**src/rtl/wb_pad_ctrl_if.sv**
```systemverilog
// Wishbone slave bus bundle for the pad controller.
// Signal names keep the user-project port naming so the two sides line up one-to-one.
interface wb_pad_ctrl_if;
  logic        wbs_cyc_i;
  logic        wbs_stb_i;
  logic        wbs_we_i;
  logic [3:0]  wbs_sel_i;
  logic [31:0] wbs_adr_i;
  logic [31:0] wbs_dat_i;
  logic        wbs_ack_o;
  logic [31:0] wbs_dat_o;

  modport master (
    output wbs_cyc_i, wbs_stb_i, wbs_we_i, wbs_sel_i, wbs_adr_i, wbs_dat_i,
    input  wbs_ack_o, wbs_dat_o
  );

  modport slave (
    input  wbs_cyc_i, wbs_stb_i, wbs_we_i, wbs_sel_i, wbs_adr_i, wbs_dat_i,
    output wbs_ack_o, wbs_dat_o
  );
endinterface

```
**src/rtl/wb_pad_ctrl.sv**
```systemverilog
// Wishbone pad controller: output/OE registers, synchronised inputs, and
// edge-detect sticky pending bits driving the user IRQ lines.
module wb_pad_ctrl #(
  parameter int               NPADS     = 16,
  parameter logic [31:0]      ADDR_BASE = 32'h3000_0000,
  parameter logic [NPADS-1:0] OEB_RESET = '1
) (
  input  logic             wb_clk_i,
  input  logic             wb_rst_n_i,
  wb_pad_ctrl_if.slave     wbs,
  input  logic [NPADS-1:0] io_in,
  output logic [NPADS-1:0] io_out,
  output logic [NPADS-1:0] io_oeb,
  output logic [2:0]       irq
);

  logic [NPADS-1:0] out_reg, oeb_reg, rise_en_reg, fall_en_reg, rise_pend_reg, fall_pend_reg;
  logic [NPADS-1:0] out_next, oeb_next, rise_en_next, fall_en_next, rise_pend_next, fall_pend_next;
  logic             err_reg, err_next;
  logic [NPADS-1:0] sync1_reg, sync2_reg, prev_reg;
  logic [NPADS-1:0] rise_edge, fall_edge;
  logic             ack_reg;
  logic [31:0]      dat_reg, dat_next;
  logic [2:0]       irq_reg, irq_next;

  logic             sel_hit, mapped, wr_en;
  logic [7:0]       offset;
  logic [2:0]       idx;
  logic [31:0]      byte_mask, rd_data;
  logic [NPADS-1:0] wmask, wdata;
  logic             unused_hi;

  genvar gi;

  assign offset  = wbs.wbs_adr_i[7:0];
  assign idx     = offset[4:2];
  assign sel_hit = wbs.wbs_cyc_i & wbs.wbs_stb_i & ~ack_reg
                 & (wbs.wbs_adr_i[31:8] == ADDR_BASE[31:8]);
  // Only word-aligned offsets 0x00..0x1C are registers; anything else flags ERR.
  assign mapped  = (offset[1:0] == 2'b00) && (offset[7:5] == 3'b000);
  assign wr_en   = sel_hit & wbs.wbs_we_i & mapped;

  generate
    for (gi = 0; gi < 4; gi++) begin : g_lane
      assign byte_mask[8*gi +: 8] = {8{wbs.wbs_sel_i[gi]}};
    end
  endgenerate

  assign wmask     = byte_mask[NPADS-1:0];
  assign wdata     = wbs.wbs_dat_i[NPADS-1:0] & wmask;
  assign unused_hi = ^{wbs.wbs_dat_i, byte_mask};

  generate
    for (gi = 0; gi < NPADS; gi++) begin : g_pad
      assign rise_edge[gi] =  sync2_reg[gi] & ~prev_reg[gi];
      assign fall_edge[gi] = ~sync2_reg[gi] &  prev_reg[gi];
    end
  endgenerate

  function automatic logic [31:0] widen(input logic [NPADS-1:0] v);
    logic [31:0] r;
    r = '0;
    r[NPADS-1:0] = v;
    return r;
  endfunction

  always_comb begin
    rd_data = '0;
    case (idx)
      3'd0: rd_data = widen(out_reg);
      3'd1: rd_data = widen(oeb_reg);
      3'd2: rd_data = widen(sync2_reg);
      3'd3: rd_data = widen(rise_en_reg);
      3'd4: rd_data = widen(fall_en_reg);
      3'd5: rd_data = widen(rise_pend_reg);
      3'd6: rd_data = widen(fall_pend_reg);
      3'd7: rd_data = {31'b0, err_reg};
    endcase
  end

  always_comb begin
    out_next       = out_reg;
    oeb_next       = oeb_reg;
    rise_en_next   = rise_en_reg;
    fall_en_next   = fall_en_reg;
    rise_pend_next = rise_pend_reg;
    fall_pend_next = fall_pend_reg;
    err_next       = err_reg;
    if (wr_en) begin
      case (idx)
        3'd0: out_next       = (out_reg & ~wmask) | wdata;
        3'd1: oeb_next       = (oeb_reg & ~wmask) | wdata;
        3'd3: rise_en_next   = (rise_en_reg & ~wmask) | wdata;
        3'd4: fall_en_next   = (fall_en_reg & ~wmask) | wdata;
        3'd5: rise_pend_next = rise_pend_reg & ~wdata;
        3'd6: fall_pend_next = fall_pend_reg & ~wdata;
        3'd7: if (wbs.wbs_sel_i[0] && wbs.wbs_dat_i[0]) err_next = 1'b0;
        default: ;
      endcase
    end
    // Edge sets are applied after the W1C clear so a colliding set survives.
    rise_pend_next = rise_pend_next | (rise_edge & rise_en_reg);
    fall_pend_next = fall_pend_next | (fall_edge & fall_en_reg);
    if (sel_hit && !mapped) err_next = 1'b1;
    dat_next = (sel_hit && !wbs.wbs_we_i && mapped) ? rd_data : '0;
    irq_next = {err_reg, |fall_pend_reg, |rise_pend_reg};
  end

  always_ff @(posedge wb_clk_i) begin
    if (!wb_rst_n_i) begin
      out_reg       <= '0;
      oeb_reg       <= OEB_RESET;
      rise_en_reg   <= '0;
      fall_en_reg   <= '0;
      rise_pend_reg <= '0;
      fall_pend_reg <= '0;
      err_reg       <= 1'b0;
      sync1_reg     <= '0;
      sync2_reg     <= '0;
      prev_reg      <= '0;
      ack_reg       <= 1'b0;
      dat_reg       <= '0;
      irq_reg       <= '0;
    end else begin
      out_reg       <= out_next;
      oeb_reg       <= oeb_next;
      rise_en_reg   <= rise_en_next;
      fall_en_reg   <= fall_en_next;
      rise_pend_reg <= rise_pend_next;
      fall_pend_reg <= fall_pend_next;
      err_reg       <= err_next;
      sync1_reg     <= io_in;
      sync2_reg     <= sync1_reg;
      prev_reg      <= sync2_reg;
      ack_reg       <= sel_hit;
      dat_reg       <= dat_next;
      irq_reg       <= irq_next;
    end
  end

  assign wbs.wbs_ack_o = ack_reg;
  assign wbs.wbs_dat_o = dat_reg;
  assign io_out        = out_reg;
  assign io_oeb        = oeb_reg;
  assign irq           = irq_reg;

endmodule

```
**src/flat_wrapper.sv**
```systemverilog
// flat-port wrapper written by rule: the top's interface ports become plain ports
module wb_pad_ctrl_flat 
#(
  parameter int               NPADS     = 16,
  parameter logic [31:0]      ADDR_BASE = 32'h3000_0000,
  parameter logic [NPADS-1:0] OEB_RESET = '1
)
  (wb_clk_i, wb_rst_n_i, io_in, io_out, io_oeb, irq, wbs_wbs_cyc_i, wbs_wbs_stb_i, wbs_wbs_we_i, wbs_wbs_sel_i, wbs_wbs_adr_i, wbs_wbs_dat_i, wbs_wbs_ack_o, wbs_wbs_dat_o);
  wb_pad_ctrl_if wbs_i ();
  input  logic wb_clk_i;
  input  logic wb_rst_n_i;
  input  logic [NPADS-1:0] io_in;
  output logic [NPADS-1:0] io_out;
  output logic [NPADS-1:0] io_oeb;
  output logic [2:0] irq;
  input wire logic [$bits(wbs_i.wbs_cyc_i)-1:0] wbs_wbs_cyc_i;
  input wire logic [$bits(wbs_i.wbs_stb_i)-1:0] wbs_wbs_stb_i;
  input wire logic [$bits(wbs_i.wbs_we_i)-1:0] wbs_wbs_we_i;
  input wire logic [$bits(wbs_i.wbs_sel_i)-1:0] wbs_wbs_sel_i;
  input wire logic [$bits(wbs_i.wbs_adr_i)-1:0] wbs_wbs_adr_i;
  input wire logic [$bits(wbs_i.wbs_dat_i)-1:0] wbs_wbs_dat_i;
  output wire logic [$bits(wbs_i.wbs_ack_o)-1:0] wbs_wbs_ack_o;
  output wire logic [$bits(wbs_i.wbs_dat_o)-1:0] wbs_wbs_dat_o;
  assign wbs_i.wbs_cyc_i = wbs_wbs_cyc_i;
  assign wbs_i.wbs_stb_i = wbs_wbs_stb_i;
  assign wbs_i.wbs_we_i = wbs_wbs_we_i;
  assign wbs_i.wbs_sel_i = wbs_wbs_sel_i;
  assign wbs_i.wbs_adr_i = wbs_wbs_adr_i;
  assign wbs_i.wbs_dat_i = wbs_wbs_dat_i;
  assign wbs_wbs_ack_o = wbs_i.wbs_ack_o;
  assign wbs_wbs_dat_o = wbs_i.wbs_dat_o;
  wb_pad_ctrl #(.NPADS(NPADS), .ADDR_BASE(ADDR_BASE), .OEB_RESET(OEB_RESET)) u_core (.wb_clk_i(wb_clk_i), .wb_rst_n_i(wb_rst_n_i), .wbs(wbs_i), .io_in(io_in), .io_out(io_out), .io_oeb(io_oeb), .irq(irq));
endmodule
```
**config.mk**
```make
export PLATFORM = sky130hd
export DESIGN_NAME = wb_pad_ctrl_flat
export DESIGN_NICKNAME = d
export VERILOG_FILES = /design/src/rtl/wb_pad_ctrl_if.sv /design/src/rtl/wb_pad_ctrl.sv /design/src/flat_wrapper.sv
export SDC_FILE = /design/constraint.sdc
export NUM_CORES = 1
export LEC_CHECK = 0
export CORE_AREA = 5 5 134 136
export CTS_CLUSTER_SIZE = 28
export DETAILED_ROUTE_END_ITERATION = 10
export DIE_AREA = 0 0 139 141
export PLACE_DENSITY = 0.84
export SYNTH_ARGS = -nofsm -noshare
export SYNTH_HDL_FRONTEND = slang
export SYNTH_SLANG_ARGS = --single-unit
```
**constraint.sdc**
```tcl
create_clock -name wb_clk_i -period 2.13 [get_ports wb_clk_i]
set_input_delay 0.426 -clock wb_clk_i [delete_from_list [all_inputs] [get_ports wb_clk_i]]
set_output_delay 0.426 -clock wb_clk_i [all_outputs]
set_load 0.02 [all_outputs]
```
==> flow_metrics.py, run 1 <==
metrics = {
    "outcome": {
        "status": "completed",
    },
    "routing": {
        "drc": 0,
        "wl_met2_mm": 9.65,
        "ant_nets": 0,
        "num_vias": 6152,
        "wl_met3_mm": 1.58,
        "drtIter0Drc": 537,
        "viasPerCell": 5.41,
        "wl_per_cell_um": 17.9,
        "wl_met1_mm": 8.38,
        "wl_mm": 20.4,
        "drtPass1Iterations": 5,
        "top_layer_used": "met4",
    },
    "cells_and_area": {
        "final_cells": 1138,
        "synthToLayoutAreaGrowth_pct": 32.1,
        "layout-drive-gt1-share_pct": 12.5,
        "antennaDiodeCount": 0,
        "layout_common_cells": "dfxtp_1, clkdlybuf4s50_1, nand2_1, mux2i_1, nor2_1",
        "mostFrequentLayoutCell": "dfxtp_1",
        "fin_nets": 990,
    },
    "place": {
        "hpwl_mm": 14.1,
        "dp.cells": 1107,
        "io_buffers": 122,
        "gp_congestion": 0.889,
    },
    "synthesis": {
        "synth_cells": 756,
        "ys_seq_elements": 165,
        "synth-edff-count": 0,
        "yosys.area.top_type": "dfxtp_1",
        "seq_area_frac_synth_pct": 45.3,
        "synth_area_mm2": 0.00730,
        "synth_flop_cell": "dfxtp_1",
        "ys_types": 45,
        "synth.area.top_cells": "dfxtp_1, mux2i_1, nand2_1, nor4_4, and2_1",
        "async_flop_share_pct": 0,
        "yosysWarnings": 0,
        "syn_area_per_cell_um2": 9.66,
        "yosysTopAreaCellShare_pct": 45.3,
    },
    "worst_hold_path": {
        "min_path_type": "flip-flop to flip-flop",
        "hp-start": "u_core.sync1_reg[4]",
        "hold_end": "u_core.sync2_reg[4]",
        "hold_depth": 1,
    },
    "clock_network": {
        "clk_latency_ns": 0.43,
        "post-cts-setup-buffer-count": 0,
        "path_clk_slew_ns": 0.06,
        "cts_tree": "built",
        "hold_buffers": 0,
        "cts-root-buf": "clkbuf_16",
        "cts_buffers": 17,
        "h-tree-depth": 4,
        "max-clock-path-buffers": 2,
        "cts_sinks": 165,
    },
    "timing": {
        "hold_viol": 0,
        "fin_crit_ns": 2.03,
        "fin_worst_skew_ns": 0.00572,
        "tightest_slew_ns": 0.581,
        "hold_ws_ns": 0.430,
        "rsz0062_at_grt": "yes",
        "fmax_ghz": 0.492,
        "fin_crit_sh_pct": 95.5,
        "maxSlewHeadroom_pct": 60.9,
        "maxSlewViolCount": 0,
        "final-setup-viol-count": 0,
    },
    "die": {
        "rows": 48,
        "ioPinCount": 157,
        "core_area_mm2": 0.0168,
        "die_area_mm2": 0.0196,
        "fp.dieW_um": 139,
        "start_util_pct": 43.4,
        "die_y_um": 141,
    },
    "worst_setup_path": {
        "cp-startpoint": "wbs_wbs_adr_i[31]",
        "crit_arrival_ns": 2.36,
        "reg2reg_depth": 5,
        "crit_buf_inv": 2,
        "worst-setup-path-type": "input port to flip-flop",
        "ff2ff_setup_slack_ns": 0.28,
        "worst_path_largest_cell_delay_ns": 0.57,
        "slowest_stage": "or4_4",
        "end_kind": "flip-flop",
        "crit_path_max_fanout": 9,
        "crit_required_ns": 2.46,
        "reg2reg_to": "u_core.wbs.wbs_dat_o[2]",
        "r2r_start": "u_core.wbs.wbs_ack_o",
        "start_kind": "input port",
        "cp_cell_sequence": "clkdlybuf4s50_1 -> nor4_4 -> nand4_4 -> or4_4 -> buf_6 -> a2111oi_2",
        "cp_top_family": "simple AND/OR/NAND/NOR gates",
    },
    "power_and_ir_drop": {
        "ir_worst_vdd_mv": 0.583,
        "leakage_uw": 0.00377,
        "powerDensity_mw_per_mm2": 696,
    },
    "global_route": {
        "grtUsageTotal_pct": 20.6,
        "grt_first_pass_wirelength_mm": 32.1,
        "grt_max_degree": 116,
        "antenna_found_initial": 0,
        "first_global_vias": 6029,
        "overflow": 0,
    },
    "flow_run": {
        "maxCapViolCount": 0,
    },
}
[worst max path at each step]
stage | to | slack (ns) | cells past startpoint
4_1_cts | u_core.wbs.wbs_dat_o[2] | 0.06 | 6
2_1_floorplan | flip-flop | 0.08 | 5
6_report | u_core.wbs.wbs_dat_o[2] | 0.1 | 6
5_1_grt | u_core.wbs.wbs_dat_o[2] | -0.004 | 6
3_5_place_dp | u_core.wbs.wbs_dat_o[2] | -0.38 | 6
3_3_place_gp | u_core.wbs.wbs_dat_o[2] | -0.34 | 6
[final cells by class]
type	instances	area, um^2
timing repair buffer	169	1720
clock buffer	22	454
clock inverter	9	129
fill	1398	7170
tap	225	282
multi-input combinational	537	3720
inverter	11	41.3
sequential	165	3300
[power breakdown]
group | internal, uW | switching (uW)
Sequential | 3120 | 17.7
Combinational | 238 | 266
Clock | 1860 | 1210
[worst register-to-register path, cell delays in order, from the launching register on]
cell and delay, ns:
dfxtp_1 0.31, and4bb_2 0.31, nand4_4 0.11, or4_4 0.57, buf_6 0.17, a2111oi_2 0.28
[metrics by stage]
stage	instance area, um^2	total power, uW	TNS, ns	util [%]	worst slack [ns]
detailed placement	9040	3700	-28.89	53.8	-0.379
finish	9640	6720	0	57.4	0.0963
global placement	9040	3690	-25.37	53.8	-0.341
global route	9640	6920	-0.00431	57.4	-0.00431
floorplan	7360	3470	0	-	0.0803
CTS	9630	6740	0	57.3	0.0591
[cell usage after synthesis (all sizes together), types with 14 or more instances]
master / n
a211oi: 14
a31oi: 16
nor4: 24
nand3b: 17
and2: 45
o21ai: 17
buf: 29
nor2b: 26
nand2: 90
mux2i: 80
dfxtp: 165
a21oi: 34
nand2b: 19
nor2: 66
clkbuf: 29
[routing by layer]
layer / track usage (%) / vias to the layer above
met5: 0 / -
met4: 9.68 / 0
met3: 5.43 / 60
met2: 33.5 / 266
li1: - / 2885
met1: 25.5 / 2941
[repair_timing]
item	4_1_cts	5_1_grt
endpoints found under the hold margin	0	0
setup endpoints to repair	0	1
resized for setup	0	4
[cell families (layout without fill, tap and decap cells)]
kind of cell,after synthesis,after routing,share of synthesized area (%)
and+or+nand+nor,321,321,26.6
DFF,165,165,45.3
AOI/OAI and AO/OA,111,111,10.3
muxes,89,89,13.1
buffers and inverters,69,211,4.70
other,1,16,0.0514
Note: power is estimated with default switching activity, not from simulation.
==> inputs of run 2 (changes only) <==
--- a/config.mk
+++ b/config.mk
@@ -5,11 +5,12 @@
 export SDC_FILE = /design/constraint.sdc
 export NUM_CORES = 1
 export LEC_CHECK = 0
+export ABC_CLOCK_PERIOD_IN_PS = 2150
 export CORE_AREA = 5 5 134 136
-export CTS_CLUSTER_SIZE = 28
+export CTS_CLUSTER_SIZE = 30
 export DETAILED_ROUTE_END_ITERATION = 10
 export DIE_AREA = 0 0 139 141
-export PLACE_DENSITY = 0.84
+export PLACE_DENSITY = 0.81
 export SYNTH_ARGS = -nofsm -noshare
 export SYNTH_HDL_FRONTEND = slang
 export SYNTH_SLANG_ARGS = --single-unit
==> constraint.sdc (replaced) <==
create_clock -name wb_clk_i -period 2.15 [get_ports wb_clk_i]
set_input_delay 0.43 -clock wb_clk_i [delete_from_list [all_inputs] [get_ports wb_clk_i]]
set_output_delay 0.43 -clock wb_clk_i [all_outputs]
set_load 0.02 [all_outputs]
==> run 2 against run 1 <==
Count of clock-buffer cells in the layout did not move. Sequential power barely moved. First-iteration DRC count shrank 4.5%. Worst hold slack barely moved. Setup slack lost 0.048 ns. Critical endpoint is now u_core.wbs.wbs_dat_o[12].
==> flow_metrics.py, run 2 (synthesis results as in run 1) <==
metrics = {
    "outcome": {
        "status": "completed",
    },
    "die": {
        "core_area_mm2": 0.0168,
        "die_area_mm2": 0.0196,
        "rows": 48,
        "ioPinCount": 157,
        "start_util_pct": 43.4,
        "fp.dieW_um": 139,
        "die_y_um": 141,
    },
    "clock_network": {
        "clk_latency_ns": 0.43,
        "cts_sinks": 165,
        "hold_buffers": 0,
        "path_clk_slew_ns": 0.06,
        "max-clock-path-buffers": 2,
        "cts_tree": "built",
        "h-tree-depth": 4,
        "cts-root-buf": "clkbuf_16",
        "cts_buffers": 17,
    },
    "flow_run": {
        "maxCapViolCount": 0,
    },
    "worst_hold_path": {
        "hp-start": "u_core.sync1_reg[5]",
        "min_path_type": "flip-flop to flip-flop",
        "hold_end": "u_core.sync2_reg[5]",
        "hold_depth": 1,
    },
    "worst_setup_path": {
        "start_kind": "input port",
        "reg2reg_depth": 5,
        "reg2reg_to": "u_core.wbs.wbs_dat_o[12]",
        "crit_arrival_ns": 2.42,
        "r2r_start": "u_core.wbs.wbs_ack_o",
        "ff2ff_setup_slack_ns": 0.27,
        "worst-setup-path-type": "input port to flip-flop",
        "crit_path_max_fanout": 7,
        "end_kind": "flip-flop",
        "cp-startpoint": "wbs_wbs_adr_i[31]",
        "crit_required_ns": 2.46,
    },
    "place": {
        "io_buffers": 122,
        "hpwl_mm": 13.7,
        "place_area_mm2": 0.00899,
        "gp_congestion": 0.861,
        "dp_slack_ns": -0.386,
    },
    "cells_and_area": {
        "fin_area_mm2": 0.00963,
        "fin_nets": 990,
        "antennaDiodeCount": 0,
        "mostFrequentLayoutCell": "dfxtp_1",
        "synthToLayoutAreaGrowth_pct": 32.0,
        "layout_common_cells": "dfxtp_1, clkdlybuf4s50_1, nand2_1, mux2i_1, nor2_1",
        "fillers": 1425,
        "layout-drive-gt1-share_pct": 12.6,
    },
    "global_route": {
        "grtUsageMet1_pct": 25.0,
        "grt.busiest_layer": "met2",
        "grt_first_pass_wirelength_mm": 31.5,
        "grt_max_degree": 95,
        "grt_use_met3_pct": 6.24,
        "grtUsageTotal_pct": 20.0,
        "met2_usage_pct": 32.6,
        "overflow": 0,
        "antenna_found_initial": 0,
        "first_global_vias": 5976,
    },
    "routing": {
        "drc": 0,
        "ant_nets": 0,
        "viasPerCell": 5.29,
        "wl_mm": 19.7,
        "drtPass1Iterations": 5,
        "num_vias": 6017,
        "wl_per_cell_um": 17.3,
        "drtIter0Drc": 513,
    },
    "timing": {
        "maxSlewViolCount": 0,
        "fin_worst_skew_ns": 0.00885,
        "fmax_ghz": 0.476,
        "tightest_slew_ns": 0.845,
        "rsz0062_at_grt": "no",
        "fin_crit_ns": 2.10,
        "maxSlewHeadroom_pct": 43.7,
        "hold_viol": 0,
        "fin_crit_sh_pct": 97.7,
        "final-setup-viol-count": 0,
        "fin_ws_ns": 0.0485,
    },
    "power_and_ir_drop": {
        "powerDensity_mw_per_mm2": 695,
        "ir_worst_vdd_mv": 0.564,
        "leakage_uw": 0.00377,
    },
}
## run 2: cell types whose count changed in the layout (fill, tap and decap cells not counted), moves of 2 or more
cell      change
buf_4         +3
clkbuf_1      -2
buf_12        -3
clkbuf_8      +2
## run 2: worst max path at each step
stage,endpoint,cells past startpoint
6_report,u_core.wbs.wbs_dat_o[12],6
5_1_grt,u_core.wbs.wbs_dat_o[12],6
4_1_cts,u_core.wbs.wbs_dat_o[2],6
3_5_place_dp,u_core.wbs.wbs_dat_o[2],6
3_3_place_gp,u_core.wbs.wbs_dat_o[2],6
2_1_floorplan,flip-flop,5
## run 2: stage by stage
stage	setup TNS, ns	total power (uW)	util, %	std cells	hold WS, ns
floorplan	0	3440	-	771	0.412
global placement	-25.47	3650	53.5	1105	0.415
detailed placement	-30.74	3660	53.5	1105	0.418
CTS	0	6720	57.0	1136	0.431
global route	0	6930	57.3	1138	0.452
finish	0	6690	57.3	1138	0.430
## run 2: power breakdown
| part | internal [uW] | switching (uW) |
|---|---|---|
| logic | 231 | 262 |
| clock network | 1910 | 1180 |
| registers | 3090 | 15.8 |
## run 2: cell type report
type / count / area (um^2) / share of cell area, %
Clock buffer: 22 / 474 / 4.92
Inverter: 11 / 41.3 / 0.429
Multi-Input combinational cell: 537 / 3730 / 38.7
Tap cell: 225 / 282 / 2.92
Clock inverter: 9 / 126 / 1.31
Timing Repair Buffer: 169 / 1680 / 17.4
Sequential cell: 165 / 3300 / 34.3
## run 2: critical path, cell delays in order
cell and delay (ns):
clkdlybuf4s50_1 0.45, nor4_4 0.35, nand4_4 0.16, or4_4 0.57
buf_4 0.20, a2111oi_2 0.24
## run 2: repair_timing
action	in CTS	in global routing
setup buffers	0	2
endpoints found under the setup margin	0	4
resized for setup	0	4
## run 2: layer usage
metal / up-vias / wire [um]
met4: 0 / 380
met2: 253 / 9410
li1: 2889 / -
met1: 2842 / 8280
met5: - / 0
met3: 33 / 1580
==> inputs of run 3 (changes only) <==
--- a/config.mk
+++ b/config.mk
@@ -5,12 +5,11 @@
 export SDC_FILE = /design/constraint.sdc
 export NUM_CORES = 1
 export LEC_CHECK = 0
-export ABC_CLOCK_PERIOD_IN_PS = 2150
+export ABC_CLOCK_PERIOD_IN_PS = 1900
 export CORE_AREA = 5 5 134 136
-export CTS_CLUSTER_SIZE = 30
 export DETAILED_ROUTE_END_ITERATION = 10
 export DIE_AREA = 0 0 139 141
-export PLACE_DENSITY = 0.81
+export PLACE_DENSITY = 0.84
 export SYNTH_ARGS = -nofsm -noshare
 export SYNTH_HDL_FRONTEND = slang
 export SYNTH_SLANG_ARGS = --single-unit
==> constraint.sdc (replaced) <==
create_clock -name wb_clk_i -period 1.9 [get_ports wb_clk_i]
set_input_delay 0.38 -clock wb_clk_i [delete_from_list [all_inputs] [get_ports wb_clk_i]]
set_output_delay 0.38 -clock wb_clk_i [all_outputs]
set_load 0.02 [all_outputs]
==> run 3 against run 2 <==
Non-clock buffer count is 6 higher. Die area unchanged. Global-route usage up 1.2 points. Flip-flop and latch count unchanged. Clock skew rose by 0.0030 ns. Critical endpoint is now u_core.wbs.wbs_dat_o[10]. Count of clock-buffer cells in the layout is 2 higher. Final area grew 1.6%.
==> flow_metrics.py, run 3 (synthesis results as in run 1) <==
metrics = {
    "worst_setup_path": {
        "slowest_stage": "or4_4",
        "ff2ff_setup_slack_ns": 0.14,
        "cp_cell_sequence": "clkdlybuf4s50_1 -> nor4_4 -> nand4_4 -> or4_4 -> bufbuf_16 -> nor2_2",
        "crit_required_ns": 2.25,
        "start_kind": "input port",
        "r2r_start": "u_core.wbs.wbs_ack_o",
        "reg2reg_depth": 5,
        "crit_path_max_fanout": 4,
        "reg2reg_to": "u_core.wbs.wbs_dat_o[10]",
        "worst-setup-path-type": "input port to flip-flop",
        "worst_path_largest_cell_delay_ns": 0.58,
        "end_kind": "flip-flop",
        "crit_arrival_ns": 2.22,
    },
    "routing": {
        "drtIter0Drc": 521,
        "drc": 0,
        "wl_mm": 20.8,
        "ant_nets": 0,
        "drtPass1Iterations": 5,
        "viasPerCell": 5.42,
        "num_vias": 6210,
        "wl_per_cell_um": 18.1,
    },
    "cells_and_area": {
        "fin_area_mm2": 0.00978,
        "synthToLayoutAreaGrowth_pct": 34.0,
        "fin_nets": 996,
        "post-route-util_pct": 58.2,
        "final_cells": 1146,
        "layout_common_cells": "dfxtp_1, clkdlybuf4s50_1, nand2_1, mux2i_1, nor2_1",
        "layout-drive-gt1-share_pct": 14.0,
        "mostFrequentLayoutCell": "dfxtp_1",
    },
    "power_and_ir_drop": {
        "p_total_uw": 7750,
        "swShare_pct": 21.3,
        "p_switching_uw": 1650,
        "p_comb_share_pct": 7.2,
        "power_frac_seq_pct": 45.4,
        "ir_worst_vdd_mv": 0.692,
        "clkPwrFrac_pct": 47.4,
        "powerDensity_mw_per_mm2": 792,
        "internal-power_uw": 6090,
        "leakage_uw": 0.00393,
    },
    "timing": {
        "hold_viol": 0,
        "fmax_ghz": 0.535,
        "maxSlewHeadroom_pct": 56.2,
        "maxSlewViolCount": 0,
        "final-setup-viol-count": 0,
        "fin_worst_skew_ns": 0.0118,
        "tightest_slew_ns": 0.651,
        "fin_crit_ns": 1.87,
        "fin_crit_sh_pct": 98.3,
        "rsz0062_at_grt": "yes",
    },
    "clock_network": {
        "path_clk_slew_ns": 0.06,
        "cts_buffers": 17,
        "cts-root-buf": "clkbuf_16",
        "cts_sinks": 165,
        "clk_latency_ns": 0.43,
        "hold_buffers": 0,
        "max-clock-path-buffers": 2,
        "cts_tree": "built",
        "h-tree-depth": 4,
        "post-cts-setup-buffer-count": 0,
    },
    "global_route": {
        "first_global_vias": 6249,
        "antenna_found_initial": 0,
        "grtUsageTotal_pct": 21.2,
        "grt_max_degree": 69,
        "grt_first_pass_wirelength_mm": 33.2,
        "overflow": 0,
    },
    "place": {
        "dp.cells": 1111,
        "gp_congestion": 0.842,
        "hpwl_mm": 14.5,
        "place_area_mm2": 0.00902,
        "io_buffers": 122,
    },
    "outcome": {
        "status": "completed",
    },
    "worst_hold_path": {
        "min_path_type": "flip-flop to flip-flop",
        "hold_depth": 1,
        "hold_end": "u_core.sync2_reg[7]",
        "hp-start": "u_core.sync1_reg[7]",
    },
    "die": {
        "start_util_pct": 43.4,
        "fp.dieW_um": 139,
        "die_area_mm2": 0.0196,
        "core_area_mm2": 0.0168,
        "ioPinCount": 157,
        "rows": 48,
        "die_y_um": 141,
    },
    "flow_run": {
        "maxCapViolCount": 0,
    },
}
-- run 3: cell types whose count changed in the layout (fill, tap and decap cells not counted), moves of 2 or more --
cell             previous run  this run
clkdlybuf4s50_1           121       103
dlygate4sd2_1               0         8
dlymetal6s2s_1              0         8
buf_2                       0         2
buf_4                      38        40
buf_6                       2         4
clkinv_2                    4         2
nor3b_1                     2         0
nor3b_2                     0         2
-- run 3: per-layer routing --
layer  vias up  track usage (%)  wire length, um
met5         -                0                0
met4         0             8.86              691
met3        57             6.75             1740
met2       320             34.4             9750
met1      2940             26.1             8620
li1       2893                -                -
-- run 3: repair_timing --
action	in CTS	in global routing
endpoints found under the hold margin	0	0
gates cloned	1	1
setup endpoints to repair	32	41
pin swaps	8	9
resized for setup	15	15
-- run 3: final cells by class --
type	count	area, um^2
fillers	1346	7030
multi-input cells	537	3750
flip-flops and latches	165	3300
repair buffers	175	1770
clock buffers	24	492
well taps	225	282
clock inverters	8	145
inverters	11	41.3
diodes	1	2.50
-- run 3: how the worst max path moves through the flow --
stage,from,to,depth (start not counted)
after global placement,wbs_wbs_adr_i[19],u_core.wbs.wbs_dat_o[2],6
final,wbs_wbs_adr_i[19],u_core.wbs.wbs_dat_o[10],6
after global routing,wbs_wbs_adr_i[19],u_core.wbs.wbs_dat_o[10],6
after floorplan,wbs_wbs_adr_i[19],flip-flop,5
after CTS,wbs_wbs_adr_i[29],u_core.wbs.wbs_dat_o[1],6
after detailed placement,wbs_wbs_adr_i[20],u_core.err_reg,6
-- run 3: critical path: cells and delay by family --
kind / cells / cell delay, ns
AND/OR/NAND/NOR: 4 / 1.10
buffers and inverters: 2 / 0.74
-- run 3: power by group through the flow --
| stage | registers (uW) | logic (uW) | clock network (uW) |
|---|---|---|---|
| 6_report | 3520 | 558 | 3670 |
| 5_1_grt | 3520 | 601 | 3880 |
| 4_1_cts | 3520 | 553 | 3700 |
| 3_5_place_dp | 3590 | 554 | 0 |
| 3_3_place_gp | 3590 | 546 | 0 |
| 2_1_floorplan | 3590 | 301 | 0 |
-- run 3: stage by stage --
| stage | TNS [ns] | hold slack [ns] | setup slack, ns |
|---|---|---|---|
| 6_report | 0 | 0.429 | 0.0318 |
| 3_3_place_gp | -43.14 | 0.415 | -0.489 |
| 4_1_cts | -0.0180 | 0.431 | -0.00954 |
| 3_5_place_dp | -45.90 | 0.419 | -0.509 |
| 5_1_grt | -0.0000786 | 0.440 | -0.0000786 |
| 2_1_floorplan | -3.11 | 0.412 | -0.0791 |
